<file path="src/rtl/param_box_pkg.sv">
// Shared constants and helpers for the parameter-type box family.
package param_box_pkg;

  localparam string MODE_DELAY          = "DELAY";
  localparam string MODE_ROTATE         = "ROTATE";
  localparam int    RESET_VALUE_DEFAULT = 65535;

  function automatic bit mode_is_legal(input string mode);
    return (mode == MODE_DELAY) || (mode == MODE_ROTATE);
  endfunction

endpackage

</file>
<file path="src/rtl/param_box_stage.sv">
// One delay-line stage: a data word plus its valid flag, advancing only when enabled.
module param_box_stage #(
  parameter int               WIDTH      = 8,
  parameter logic [WIDTH-1:0] RESET_WORD = '0
) (
  input  logic             clk,
  input  logic             rst_n,
  input  logic             en,
  input  logic             d_valid,
  input  logic [WIDTH-1:0] d_data,
  output logic             q_valid,
  output logic [WIDTH-1:0] q_data
);

  always_ff @(posedge clk or negedge rst_n) begin
    if (!rst_n) begin
      q_valid <= 1'b0;
      q_data  <= RESET_WORD;
    end else if (en) begin
      q_valid <= d_valid;
      q_data  <= d_data;
    end
  end

endmodule

</file>
<file path="src/rtl/param_delay_box.sv">
// Parametrised delay / recirculation line of DEPTH stages carrying WIDTH-bit words
// with valid flags, plus a running count of occupied stages.
module param_delay_box
  import param_box_pkg::*;
#(
  parameter int         WIDTH       = 8,
  parameter int         DEPTH       = 4,
  parameter logic [7:0] RESET_VALUE = 8'(RESET_VALUE_DEFAULT),
  parameter string      MODE        = "DELAY",
  localparam int        CNT_W       = $clog2(DEPTH + 1)
) (
  input  logic             clk,
  input  logic             rst_n,
  input  logic             en,
  input  logic             in_valid,
  input  logic [WIDTH-1:0] in_data,
  output logic             out_valid,
  output logic [WIDTH-1:0] out_data,
  output logic [CNT_W-1:0] fill_count
);

  localparam logic [7:0]       LOCAL_OVERSIZE = 8'(70123);
  localparam logic [WIDTH-1:0] RESET_WORD     = WIDTH'(RESET_VALUE);
  localparam bit               IS_ROTATE      = (MODE == MODE_ROTATE);

  if (!mode_is_legal(MODE)) begin : g_bad_mode
    $error("param_delay_box: MODE must be DELAY or ROTATE, got %s", MODE);
  end
  if (WIDTH < 1 || DEPTH < 1) begin : g_bad_size
    $error("param_delay_box: WIDTH and DEPTH must be at least 1");
  end
  // The oversized constant feeds no logic; this only pins its truncated value.
  if (LOCAL_OVERSIZE != 8'hEB) begin : g_bad_oversize
    $error("param_delay_box: LOCAL_OVERSIZE truncation changed");
  end

  logic [WIDTH-1:0] stage_data  [DEPTH];
  logic             stage_valid [DEPTH];
  logic             recirc;
  logic             head_valid;
  logic [WIDTH-1:0] head_data;

  // In ROTATE an idle input feeds the output stage back into stage 0.
  assign recirc     = IS_ROTATE && !in_valid;
  assign head_valid = recirc ? out_valid : in_valid;
  assign head_data  = recirc ? out_data  : in_data;

  assign out_valid = stage_valid[DEPTH-1];
  assign out_data  = stage_data[DEPTH-1];

  for (genvar i = 0; i < DEPTH; i++) begin : g_stage
    logic             d_valid;
    logic [WIDTH-1:0] d_data;

    if (i == 0) begin : g_head
      assign d_valid = head_valid;
      assign d_data  = head_data;
    end else begin : g_tail
      assign d_valid = stage_valid[i-1];
      assign d_data  = stage_data[i-1];
    end

    param_box_stage #(
      .WIDTH      (WIDTH),
      .RESET_WORD (RESET_WORD)
    ) u_stage (
      .clk     (clk),
      .rst_n   (rst_n),
      .en      (en),
      .d_valid (d_valid),
      .d_data  (d_data),
      .q_valid (stage_valid[i]),
      .q_data  (stage_data[i])
    );
  end

  // Recirculation preserves the set of valid flags, so the count only moves otherwise.
  always_ff @(posedge clk or negedge rst_n) begin
    if (!rst_n) begin
      fill_count <= '0;
    end else if (en && !recirc) begin
      fill_count <= fill_count + CNT_W'(in_valid) - CNT_W'(out_valid);
    end
  end

endmodule

</file>
<file path="config.mk">
export PLATFORM = sky130hd
export DESIGN_NAME = param_delay_box
export DESIGN_NICKNAME = d
export VERILOG_FILES = /design/src/rtl/param_box_pkg.sv /design/src/rtl/param_box_stage.sv /design/src/rtl/param_delay_box.sv
export SDC_FILE = /design/constraint.sdc
export NUM_CORES = 1
export LEC_CHECK = 0
export CAP_MARGIN = 20
export CORE_AREA = 2 2 63 53
export CTS_CLUSTER_DIAMETER = 40
export DETAILED_ROUTE_END_ITERATION = 16
export DIE_AREA = 0 0 65 55
export HOLD_SLACK_MARGIN = 0.06
export PLACE_DENSITY = 0.79
export SETUP_SLACK_MARGIN = 0.4
export SLEW_MARGIN = 20
export SYNTH_ARGS = -nofsm -noshare
export SYNTH_HDL_FRONTEND = slang
export SYNTH_SLANG_ARGS = --single-unit
</file>
<file path="constraint.sdc">
create_clock -name clk -period 3.35 [get_ports clk]
set_clock_uncertainty 0.1 [all_clocks]
set_input_delay 0.67 -clock clk [delete_from_list [all_inputs] [get_ports clk]]
set_output_delay 0.67 -clock clk [all_outputs]
set_load 0.02 [all_outputs]
</file>
==> key figures <==
Route
  – Aggregate routed wire length: approximately 2.0 mm
  – Total DRC errors in the routed layout: 0
  – Post-route antenna net violation count: 0
  – Per-cell routed wire length: 12.87 um
  – Average vias per placed instance: 4.906
  – Vias: 780
  – Pre-antenna DRT Iters: 2
  – Detailed router's first-iteration violation count: 23

Placement
  – Port Buffer Count: 23
  – Routability Congestion: between 0.6 and 0.7
  – Sum of net half-perimeters after detailed placement: 1.402 mm
  – Worst setup timing slack at the placement stage: just under 1000 ps
  – Placed Instances: around 150

Worst setup path
  – Worst Path Max Fanout: 2
  – Endpoint type of the worst setup path: output pin
  – Critical path endpoint: out_data[0]
  – Critical path startpoint category: flop
  – CP arrival: about 1400 ps
  – Cell at the slowest stage of the critical path: sky130_fd_sc_hd__clkdlybuf4s50_1
  – CP Launch Point: g_stage[3].u_stage.q_data[0]
  – Cell-by-cell listing of the critical path: clkdlybuf4s50_1
  – Number of cells traversed by the worst register-to-register path: 8
  – Reg-to-reg slack, setup: between 1000 and 1500 ps
  – Top Family by Delay on Critical Path: buffers and inverters
  – Type of the worst setup path: flop to output pin
  – Buffers and inverters on the worst path: 1
  – Slowest stage delay, CP: 600 ps
  – Endpoint of the worst register-to-register path: fill_count[2]
  – Startpoint of the worst register-to-register path: g_stage[3].u_stage.q_valid
  – Required time reported for the critical path endpoint: 2580 ps
  – Stages on the worst setup path: 1

Synthesis
  – Synthesized area divided by synthesized cell count: 17.03 sq um
  – Number of distinct standard cells referenced by the synthesized netlist: 12
  – Mapped Nets: 107
  – #FFs+latches synth: 39
  – Biggest area contributors in the synthesized netlist: sky130_fd_sc_hd__dfstp_2 54%, sky130_fd_sc_hd__mux2_2 26%, sky130_fd_sc_hd__dfrtp_1 11%
  – Gate count of the mapped netlist: around 90
  – Post-synthesis instance area: 0.001567 sq mm
  – Post-synth top area share: 53.67%
  – Sequential fraction of the synthesis area: 64.86%
  – Cell type with the highest aggregate area in the netlist: sky130_fd_sc_hd__dfstp_2
  – Yosys synthesis warning count: 0

Cells and area
  – Number of nets in the layout: 133
  – Count of antenna diodes in the layout: 0
  – Post-Layout Cell Count: between 150 and 200
  – Area overhead of the layout relative to synthesis: 19.49%
  – Share of layout cells above drive strength 1: 63.03%

Clock network
  – CTS clock-pin slew for the worst setup and hold paths: 70 ps
  – H-tree depth reported by CTS: 2
  – Worst-skew pair later-pin latency: 280 ps
  – Quantity of gates resized following cts: 0
  – Buffer depth of the longest clock path: 2
  – Total clock buffers created by CTS: 5
  – Total number of clock tree sinks: 39
  – CTS tree: yes
  – Root Buffer: sky130_fd_sc_hd__clkbuf_8
  – Post-cts hold buffer count: 0
  – Buffer count from post-CTS setup fixing: 0

Power and ir drop
  – Final Total Pwr: 1.292 mW
  – LEAKAGE: about 0.75 nW
  – PwrDens: ~700 mW/mm^2
  – Gate power share: approximately a quarter
  – Switching part of the total: 26.48%
  – Internal power: 0.9495 mW
  – Proportion of power drawn by flip-flops and latches: roughly 52%
  – Largest vdd supply drop: ~0.00035 V
  – Clock power frac: 22.1%
  – NetSw: 0.3420 mW

Timing
  – RSZ-0062 raised after global routing: false
  – Actual slew at the worst max-slew pin: 808.3 ps
  – Remaining max-slew budget at the tightest pin: 46.11%
  – Fin. Hold Viols: 0
  – Max Slew Vio Count: 0
  – FMAX: 0.4582 GHz
  – Total Negative Setup Slacks: 0 ps
  – Final setup vio count: 0
  – Final critical delay including setup and external delays: 2182 ps
  – Setup slack of the critical path after layout: 1168 ps
  – Post-route clock period utilization: 65.14%

GRT
  – First-pass GRT wire length: between 3 and 4 mm
  – Congestion Overflow GR: 0
  – Vias in the first global route: approximately 860
  – Global router's overall resource usage: 13.95%
  – Pin count of the biggest net entering global routing: 41
  – Number of antenna violations at the first check in global routing: 0

Min path
  – Type of the worst min-delay path: input port to async pin

Floorplan
  – Number of primary I/O pins: 24
  – Chip Height: 55 um
  – Die Outline Area: 0.003575 sq mm
  – Area of the core region: around 0.003 sq mm
  – Initial Util: 53.10%
  – Die boundary width: 65 um
  – Row Count: 18

Flow run
  – Max-capacitance violation count: 0

Outcome
  – Outcome: finished clean
worst register-to-register path: cells and delay by family (launching register included):
family	cells	cell delay (ps)
XOR/XNOR	2	310
adder cells (fa/ha/maj)	3	800
buffers and inverters	2	110
flip-flops	1	400
AND/OR/NAND/NOR	1	80
metrics by stage:
| stage | hold WS, ps | area [sq um] | utilization, % |
|---|---|---|---|
| 3_5_place_dp | 373.7 | 1792 | 60.73 |
| 2_1_floorplan | 274.4 | 1567 | - |
| 3_3_place_gp | 364.0 | 1792 | 60.73 |
| 4_1_cts | 383.7 | 1872 | 63.44 |
| 5_1_grt | 418.5 | 1872 | 63.44 |
| 6_report | 374.6 | 1872 | 63.44 |
cells in the mapped netlist, drive strengths merged:
cell type   n
nand2       2
dfstp      32
dfrtp       7
mux2       36
inv         4
buf         4
mux2i       1
xnor2       1
ha          2
xor2        1
fa          1
o21ai       1
sequential cells by signal (all words and copies together), names as in the netlist:
register	flops
g_stage.u_stage.q_valid	4
g_stage.u_stage.q_data	32
fill_count	3
worst min path at each step:
stage | start | to | slack [ps] | depth (start not counted)
2_1_floorplan | rst_n | fill_count[0] | 270 | 0
3_3_place_gp | fill_count[2] | fill_count[2] | 360 | 1
3_5_place_dp | fill_count[2] | fill_count[2] | 370 | 1
4_1_cts | rst_n | fill_count[2] | 380 | 1
5_1_grt | rst_n | fill_count[2] | 420 | 1
6_report | rst_n | fill_count[1] | 370 | 1
power by group through the flow:
| stage | registers (mW) | logic (mW) | clock network (mW) |
|---|---|---|---|
| floorplan | 0.723 | 0.156 | 0 |
| finish | 0.668 | 0.337 | 0.286 |
| CTS | 0.671 | 0.345 | 0.301 |
| global route | 0.685 | 0.371 | 0.321 |
| detailed placement | 0.677 | 0.345 | 0 |
| global placement | 0.671 | 0.328 | 0 |
final cells by class:
| type | count | area (sq um) |
|---|---|---|
| Clock buffer | 8 | 80.08 |
| Fill cell | 243 | 1079 |
| Inverter | 4 | 15.01 |
| Multi-Input combinational cell | 45 | 490.5 |
| Sequential cell | 39 | 1016 |
| Tap cell | 40 | 50.05 |
| Timing Repair Buffer | 23 | 220.2 |
placed cells by master, fill, tap and decap left out:
cell type | netlist | routed
sky130_fd_sc_hd__inv_1 | 4 | 4
sky130_fd_sc_hd__dfrtp_1 | 7 | 7
sky130_fd_sc_hd__ha_1 | 2 | 2
sky130_fd_sc_hd__xnor2_1 | 1 | 1
sky130_fd_sc_hd__mux2_2 | 36 | 36
sky130_fd_sc_hd__clkbuf_8 | 0 | 5
sky130_fd_sc_hd__dfstp_2 | 32 | 32
sky130_fd_sc_hd__nand2_1 | 2 | 2
sky130_fd_sc_hd__mux2i_1 | 1 | 1
sky130_fd_sc_hd__clkdlybuf4s50_1 | 0 | 21
sky130_fd_sc_hd__fa_1 | 1 | 1
sky130_fd_sc_hd__o21ai_0 | 1 | 1
sky130_fd_sc_hd__buf_2 | 0 | 2
sky130_fd_sc_hd__xor2_1 | 1 | 1
sky130_fd_sc_hd__clkbuf_1 | 0 | 3
cell families (layout without fill, tap and decap cells):
logic type	after synthesis	count (layout)	share of synthesized area, %
multiplexers	37	37	26.52
AND/OR/NAND/NOR	2	2	0.4794
adder cells (fa/ha/maj)	3	3	2.875
AO/OA/AOI/OAI	1	1	0.3192
flip-flops	39	39	64.86
XOR/XNOR	2	2	1.118
buffers and inverters	8	35	3.833
per-layer routing:
metal	GRT usage [%]	vias up	wire length [um]
met2	25.09	14	1114
met5	0	-	0
met1	14.93	403	847
met3	5.466	0	85
met4	6.383	0	0
li1	-	363	-
No activity file was read; power rests on OpenSTA's default activity.
